$ cat config.mk
export PLATFORM = sky130hd
export DESIGN_NAME = lsu_byte_initiator
export DESIGN_NICKNAME = d
export VERILOG_FILES = /design/src/rtl/lsu_byte_initiator.sv
export SDC_FILE = /design/constraint.sdc
export NUM_CORES = 1
export LEC_CHECK = 0
export CAP_MARGIN = 0
export CELL_PAD_IN_SITES_DETAIL_PLACEMENT = 1
export CELL_PAD_IN_SITES_GLOBAL_PLACEMENT = 2
export CORE_AREA = 3 3 136 164
export CTS_BUF_LIST = sky130_fd_sc_hd__clkbuf_4
export CTS_CLUSTER_DIAMETER = 60
export CTS_CLUSTER_SIZE = 10
export DETAILED_ROUTE_END_ITERATION = 6
export DIE_AREA = 0 0 139 167
export HOLD_SLACK_MARGIN = 0.12
export PLACE_DENSITY_LB_ADDON = 0.1
export SLEW_MARGIN = 25
export SYNTH_ARGS = -nofsm -noshare
export SYNTH_HDL_FRONTEND = slang
export SYNTH_SLANG_ARGS = --single-unit
export TNS_END_PERCENT = 1
$ cat constraint.sdc
create_clock -name clk -period 16.6 [get_ports clk]
set_clock_uncertainty 0.2 [all_clocks]
set_input_delay 2.49 -clock clk [delete_from_list [all_inputs] [get_ports clk]]
set_output_delay 2.49 -clock clk [all_outputs]
set_load 0.005 [all_outputs]
$ cat src/rtl/lsu_byte_initiator.sv
// lsu_byte_initiator
//
// Initiator side of the data-memory path. Accepts one load/store from the
// CPU datapath and performs it as 1, 2 or 4 little-endian byte transactions
// on a req/ack memory port. Load data is assembled and sign/zero extended.
// Completion is a single-cycle response pulse.
//
// Ports
//   clk, rst        clock (rising edge), asynchronous active-high reset
//   req_valid       CPU request strobe; accepted when req_valid & req_ready
//   req_ready       high only while idle
//   req_write       1 = store, 0 = load
//   req_size        000 sb, 001 sh, 010 word, 100 ub, 101 uh
//   req_addr        base byte address
//   req_wdata       store data (low bytes used)
//   resp_valid      one-cycle completion pulse
//   resp_rdata      extended load data; 0 for stores and errors
//   resp_err        illegal request or ack timeout, valid with resp_valid
//   mem_req         byte request, held until mem_ack
//   mem_we          byte write enable
//   mem_addr        byte address (base + lane, wrapping)
//   mem_wdata       write byte
//   mem_ack         byte done when sampled high together with mem_req
//   mem_rdata       read byte, valid with mem_ack
module lsu_byte_initiator #(
  parameter int ADDR_WIDTH     = 17,
  parameter int DATA_WIDTH     = 32,
  parameter int TIMEOUT_CYCLES = 255
) (
  input  logic                  clk,
  input  logic                  rst,
  input  logic                  req_valid,
  output logic                  req_ready,
  input  logic                  req_write,
  input  logic [2:0]            req_size,
  input  logic [ADDR_WIDTH-1:0] req_addr,
  input  logic [DATA_WIDTH-1:0] req_wdata,
  output logic                  resp_valid,
  output logic [DATA_WIDTH-1:0] resp_rdata,
  output logic                  resp_err,
  output logic                  mem_req,
  output logic                  mem_we,
  output logic [ADDR_WIDTH-1:0] mem_addr,
  output logic [7:0]            mem_wdata,
  input  logic                  mem_ack,
  input  logic [7:0]            mem_rdata
);

  typedef enum logic [1:0] {S_IDLE, S_ACCESS, S_DONE} state_t;

  // Watchdog counter only needs to count up to TIMEOUT_CYCLES-1.
  localparam int WD_W = (TIMEOUT_CYCLES > 1) ? $clog2(TIMEOUT_CYCLES) : 1;
  localparam logic [WD_W-1:0] WD_LAST =
    WD_W'((TIMEOUT_CYCLES > 0) ? TIMEOUT_CYCLES - 1 : 0);

  state_t                state;
  logic [1:0]            cnt;
  logic [1:0]            last_q;
  logic [ADDR_WIDTH-1:0] base_q;
  logic                  write_q;
  logic [2:0]            size_q;
  logic [DATA_WIDTH-1:0] wdata_q;
  logic [DATA_WIDTH-1:0] data_q;
  logic [WD_W-1:0]       wd_q;

  logic                  req_legal;
  logic [1:0]            req_last;
  logic [1:0]            cnt_next;
  logic [DATA_WIDTH-1:0] merged;
  logic                  wd_hit;

  function automatic logic [DATA_WIDTH-1:0] extend(input logic [DATA_WIDTH-1:0] d,
                                                   input logic [2:0] s);
    case (s)
      3'b000:  return {{(DATA_WIDTH-8){d[7]}}, d[7:0]};
      3'b001:  return {{(DATA_WIDTH-16){d[15]}}, d[15:0]};
      3'b100:  return {{(DATA_WIDTH-8){1'b0}}, d[7:0]};
      3'b101:  return {{(DATA_WIDTH-16){1'b0}}, d[15:0]};
      default: return d;
    endcase
  endfunction

  // NOTE: every signal assigned in always_comb gets a default first, so no
  // path leaves it unassigned and no latch is inferred.
  always_comb begin
    req_legal = 1'b0;
    req_last  = 2'd0;
    case (req_size)
      3'b000, 3'b100: begin req_legal = (req_size == 3'b000) || !req_write; req_last = 2'd0; end
      3'b001, 3'b101: begin req_legal = (req_size == 3'b001) || !req_write; req_last = 2'd1; end
      3'b010:         begin req_legal = 1'b1;                               req_last = 2'd3; end
      default:        begin req_legal = 1'b0;                               req_last = 2'd0; end
    endcase

    cnt_next = cnt + 2'd1;

    // Load data with the byte arriving this cycle already placed in its lane,
    // so the final byte can be extended in the same cycle it is acked.
    merged = data_q;
    merged[{cnt, 3'b000} +: 8] = mem_rdata;

    wd_hit = (TIMEOUT_CYCLES != 0) && (wd_q == WD_LAST);
  end

  // NOTE: sequential state uses non-blocking assignments only, so every
  // register samples pre-edge values regardless of statement order.
  always_ff @(posedge clk or posedge rst) begin
    if (rst) begin
      // NOTE: the data register is cleared on reset even though it is also
      // cleared per request; this keeps every output-visible value defined.
      state      <= S_IDLE;
      cnt        <= 2'd0;
      last_q     <= 2'd0;
      base_q     <= '0;
      write_q    <= 1'b0;
      size_q     <= 3'b000;
      wdata_q    <= '0;
      data_q     <= '0;
      wd_q       <= '0;
      req_ready  <= 1'b0;
      resp_valid <= 1'b0;
      resp_rdata <= '0;
      resp_err   <= 1'b0;
      mem_req    <= 1'b0;
      mem_we     <= 1'b0;
      mem_addr   <= '0;
      mem_wdata  <= 8'h00;
    end else begin
      resp_valid <= 1'b0;
      case (state)
        S_IDLE: begin
          req_ready <= 1'b1;
          if (req_valid && req_ready) begin
            req_ready <= 1'b0;
            base_q    <= req_addr;
            write_q   <= req_write;
            size_q    <= req_size;
            wdata_q   <= req_wdata;
            last_q    <= req_last;
            cnt       <= 2'd0;
            data_q    <= '0;
            wd_q      <= '0;
            if (req_legal) begin
              state     <= S_ACCESS;
              mem_req   <= 1'b1;
              mem_we    <= req_write;
              mem_addr  <= req_addr;
              mem_wdata <= req_wdata[7:0];
            end else begin
              // Illegal requests never touch the memory port.
              state      <= S_DONE;
              resp_valid <= 1'b1;
              resp_err   <= 1'b1;
              resp_rdata <= '0;
            end
          end
        end

        S_ACCESS: begin
          if (mem_ack) begin
            wd_q <= '0;
            if (!write_q) data_q <= merged;
            if (cnt == last_q) begin
              state      <= S_DONE;
              mem_req    <= 1'b0;
              mem_we     <= 1'b0;
              resp_valid <= 1'b1;
              resp_err   <= 1'b0;
              resp_rdata <= write_q ? '0 : extend(merged, size_q);
            end else begin
              // Next byte goes out back-to-back; mem_req stays high.
              cnt       <= cnt_next;
              mem_addr  <= base_q + ADDR_WIDTH'(cnt_next);
              mem_wdata <= wdata_q[{cnt_next, 3'b000} +: 8];
            end
          end else if (wd_hit) begin
            // Abandon the remaining bytes; those already written stay written.
            state      <= S_DONE;
            mem_req    <= 1'b0;
            mem_we     <= 1'b0;
            resp_valid <= 1'b1;
            resp_err   <= 1'b1;
            resp_rdata <= '0;
          end else begin
            wd_q <= wd_q + 1'b1;
          end
        end

        S_DONE: begin
          state      <= S_IDLE;
          req_ready  <= 1'b1;
          resp_rdata <= '0;
          resp_err   <= 1'b0;
        end

        default: state <= S_IDLE;
      endcase
    end
  end

endmodule

=== Word-level counts from Yosys, hierarchy flattened ===
Index checks and enable logic that the tools add are counted.

* Bits in registers: 161
* Input bits: 65
* Word-level logic and storage cells: 125

* Add/sub/neg operators: 4
* Equality and inequality tests: 20
* Shift-type cells: 3
* Multiplexer cells: 61
* Reduce and logical (&&, ||, !) cells: 20

{| class="wikitable"
|+ Operators with widths
! operator !! number
|-
| 2-to-1 mux 32 bit || 9
|-
| one-hot mux 32 bit (4 select lines) || 1
|-
| one-hot mux 32 bit (3 select lines) || 1
|-
| 2-to-1 mux 17 bit || 4
|-
| one-hot mux 32 bit (2 select lines) || 1
|-
| 2-to-1 mux 8 bit || 7
|-
| one-hot mux 17 bit (2 select lines) || 1
|-
| bitwise mux 32 bit || 1
|-
| one-hot mux 8 bit (2 select lines) || 2
|-
| variable shift 8 x 7 -> 32 bit (first input constant) || 1
|-
| indexed part select 32 x 6 -> 8 bit || 1
|-
| indexed part select 8 x 7 -> 32 bit || 1
|-
| adder 17 x 2 -> 17 bit || 1
|-
| 2-to-1 mux 1 bit || 17
|-
| 2-to-1 mux 2 bit || 8
|-
| AND reduction 5 bit || 3
|-
| equality test 3 bit (second input constant) || 4
|-
| != test 2 bit (second input constant) || 6
|-
| one-hot mux 2 bit (2 select lines) || 3
|-
| != test 3 bit (second input constant) || 3
|-
| adder 8 x 1 -> 8 bit (second input constant) || 1
|-
| equality test 8 bit (second input constant) || 1
|-
| one-hot mux 1 bit (2 select lines) || 4
|-
| AND reduction 4 bit || 2
|-
| 18 further kinds || 25
|}

=== Depth between registers and ports, before layout ===
* Word-level depth: 8
* Mapped depth: 10
* Gate-level depth less buffers: 8

=== Worst setup path before layout ===
No wires, ideal clock.

* Kind: in2reg
* Start: input req_size[2]
* End: register resp_rdata[12]
* Arrival time: 3629 ps
* Path slack: 12619 ps
* Cell stages on the path: 7
* Path through: a21oi_1 o32a_1 a221o_1 buf_6 clkbuf_1 nand2_1 o31ai_1

* Cells in the longest elaborated chain, start to end: 5
* Elaborated cells between the ends (all ways): 12
* Those cells by class: eq/ne (5); mux (1); reduce/logical (6)

{| class="wikitable"
|+ Ends and longest elaborated chain
! element !! RTL line !! source
|-
| start: declaration || 35 || <nowiki>input logic [2:0] req_size,</nowiki>
|-
| equality test 3 x 1 -> 1 bit, or another cell as far along || 88, 90 ||
|-
| OR reduction 2 bit, or another cell as far along || 88 || <nowiki>case (req_size)</nowiki>
|-
| one-hot mux 1 bit (3 select lines) * || 88 ||
|-
| != test 2 bit (no source line) * || -- ||
|-
| AND reduction 5 bit (no source line) * || -- ||
|-
| end signal: assignment || 169 || <nowiki>resp_rdata <= write_q ? '0 : extend(merged, size_q);</nowiki>
|-
| end: declaration || 39 || <nowiki>output logic [DATA_WIDTH-1:0] resp_rdata,</nowiki>
|}

Mark *: on every way between the ends. The rest lies on a longest branch, timed or not.
A chain may end at the register's enable or synchronous reset.

=== Final worst setup path ===
* Start: input req_valid
* End: register mem_addr[16]

* Cells in the longest elaborated chain, start to end: 3

{| class="wikitable"
|+ Ends and longest elaborated chain
! element !! RTL line !! source
|-
| start: declaration || 32 || <nowiki>input logic req_valid,</nowiki>
|-
| logical AND 1 bit || 133 || <nowiki>if (req_valid && req_ready) begin</nowiki>
|-
| != test 2 bit (no source line) || -- ||
|-
| AND reduction 5 bit (no source line) || -- ||
|-
| end signal: assignment || 147 || <nowiki>mem_addr <= req_addr;</nowiki>
|-
| end signal: assignment || 173 || <nowiki>mem_addr <= base_q + ADDR_WIDTH'(cnt_next);</nowiki>
|-
| end: declaration || 43 || <nowiki>output logic [ADDR_WIDTH-1:0] mem_addr,</nowiki>
|}

No other way between the ends.

==> flow_summary.toml <==
[logic_synthesis]
ys.warnings.count = 0
post-synth-top-count-cell = "nand2_1"
synth.cell_area_um2 = 7670
synth.largest_area_cell = "dfrtp_1"
synth_seq_area_share_pct = 52.5
synth_cell_type_count = 52
synth_top_area_share_pct = 52.5
synth_cells = 798
synth_edf_count = 0
synth_commonest_cells = "244 x nand2_1, 161 x dfrtp_1, 58 x o21ai_0"
postSynth.asyncResetShare_pct = 100
avgSynthCellArea_um2 = 9.61
synth_area_leaders = "dfrtp_1 53%, nand2_1 12%, o21ai_0 3.8%, o31ai_1 3.1%, a22o_1 3.0%"
yosys_register_bits = 161
syn_nets = 875
ys.flop_type = "dfrtp_1"

[critical_path]
path_common_cell = "o21ai_0"
critPathKind = "primary input to flop"
slowest_delay_ns = 0.60
crit_arrival_ns = 4.98
path_max_fanout = 62
crit_path_end_kind = "flop"
crit_path_start_kind = "primary input"
critPathRequiredTime_ns = 16.88
slowest_stage = "a221oi_1"
crit_chain = "clkdlybuf4s50_1, and3_2, buf_4, o21ai_0, a221oi_1, o21ai_0, o21ai_0"

[placed_design]
port_buffers = 126
place.detailed.hpwl_um = 15200
place_congestion = 0.787

[timing]
period_share_pct = 28.3
rsz0062_at_grt = "no"
worst_pin_slew_ns = 0.918
period_minus_slack_ns = 4.70
fmax_ghz = 0.213
hold_viol_final = 0
final_max_slew_viol_count = 0
max-slew-margin-rel_pct = 38.3
fin_setup_tns_ns = 0
setup_violations = 0

[power_and_ir_drop]
ir_worst_vdd_uv = 68.6
power.total_w = 0.00146
powerDensity_nw_per_um2 = 155
power.leakage_nw = 4.14

[clock_tree]
ctsHoldBuffers = 0
clkSinkCount = 161
cts_resized = 0
root_buffer = "clkbuf_4"
path_clk_slew_ns = 0.12
cts_buffers = 17
clk_latency_ns = 0.56
clk_path_buf_depth = 2
cts.htree.levels = 4
cts_setup_buffers = 0
cts_tree = "done"

[floorplan]
fp.dieH_um = 167
ioPinCount = 127
initial_utilization_pct = 36.7
die-area_um2 = 23200
core_area_um2 = 20900
die_x_um = 139
std_cell_rows = 58

[global_route]
grt.busiest_layer = "met2"
grt_pass1_vias = 6772
track_usage_pct = 18.9
use_met1_pct = 23.8
grtUsageMet3_pct = 3.36
grt_pass1_wl_um = 35700
grt_overflow = 0
antenna_found_initial = 1
grt_max_degree = 95
gr-usage-met2_pct = 33.6

[layout]
fillers = 2385
finish.net_count = 980
area_delta_synth_final_pct = 22.6
drive_above_1_share_pct = 6.45

[run]
maxCapViolCount = 0

[detailed_routing]
drt_first_pass_iters = 4
routed_wl_um = 21400
ant_nets = 0
drc = 0
vias = 6253
via_per_inst = 5.27
drt_iter0_markers = 305
avgRoutedWirePerCell_um = 18.1

[status]
run_status = "finished clean"

[min_path]
min_path_type = "flop to flop"
==> metal layers <==
layer  up-vias  wire [um]
met5         -          0
met2       112      11200
li1       2990          -
met1      3128       9290
met4         0        294
met3        23        671
==> layout make-up <==
class / instances / area, um^2 / area share, %
Tap cell: 270 / 338 / 3.59
Multi-Input combinational cell: 567 / 3370 / 35.8
Sequential cell: 161 / 4030 / 42.8
Timing Repair Buffer: 131 / 1300 / 13.8
Clock buffer: 17 / 128 / 1.36
Clock inverter: 14 / 139 / 1.48
Inverter: 25 / 98.8 / 1.05
Antenna cell: 1 / 2.50 / 0.0266
==> flip-flops by register name, indices dropped and copies added, names as in the netlist <==
register / flops
size_q: 3
mem_wdata: 8
wd_q: 8
base_q: 17
mem_we: 1
write_q: 1
data_q: 32
req_ready: 1
resp_err: 1
wdata_q: 32
cnt: 2
resp_valid: 1
mem_addr: 17
mem_req: 1
last_q: 2
state: 2
resp_rdata: 32
==> power by group <==
group | total [W] | switching [W] | internal (W) | leakage, nW
clock network | 0.000231 | 0.000143 | 0.0000882 | 0.147
registers | 0.000601 | 0.0000915 | 0.000509 | 2.10
logic | 0.000627 | 0.000368 | 0.000259 | 1.89
==> logic make-up after synthesis <==
| group | synth area share (%) |
|---|---|
| compound gates | 16.5 |
| fa+ha+maj | 2.06 |
| flops | 52.5 |
| xor+xnor | 2.28 |
| mux | 4.73 |
| simple gates | 18.0 |
| buf+inv | 3.95 |
==> worst max-delay path: cells and delay by family <==
kind	cells	cell delay, ns
compound gates	4	1.22
simple gates	1	0.19
buf+inv	2	1.06
==> stage by stage <==
stage               cell area (um^2)  setup WS [ns]  hold slack [ns]  util (%)  cells
finish                          9410          11.90            0.289      45.0   1186
global placement                9110          11.25            0.254      43.6   1154
CTS                             9380          11.75            0.294      44.9   1185
global route                    9410          11.70            0.318      45.0   1186
floorplan                       7670           9.56            0.237         -    798
detailed placement              9120          11.12            0.261      43.6   1154
==> cell usage in the layout (no fill, tap or decap), types with 4 or more instances in the layout <==
master,instances
clkinv_1,5
a21oi_1,12
a22o_1,26
clkbuf_4,17
a221oi_1,24
mux4_2,8
mux2i_1,16
clkinv_2,4
inv_6,4
nand4_1,7
xor2_1,9
and3_1,9
nand3_1,16
xnor2_1,11
buf_4,5
dfrtp_1,160
o31ai_1,31
o21ai_0,58
nor2_1,27
ha_1,10
inv_1,21
clkdlybuf4s50_1,126
nand2b_1,5
o21bai_1,4
nand2_1,244
==> worst paths after layout <==
check	end	cells after the start	slack, ns	start
max in group asynchronous	cnt[0]	3	12.42	rst
worst max register to register	mem_addr[14]	8	12.81	cnt[0]
worst max-delay path	mem_addr[16]	7	11.90	req_valid
worst min-delay path	resp_rdata[25]	2	0.29	resp_rdata[25]
min in group asynchronous	mem_wdata[5]	2	2.28	rst
worst min register to register	resp_rdata[25]	2	0.29	resp_rdata[25]
(Power assumes the default switching activity.)
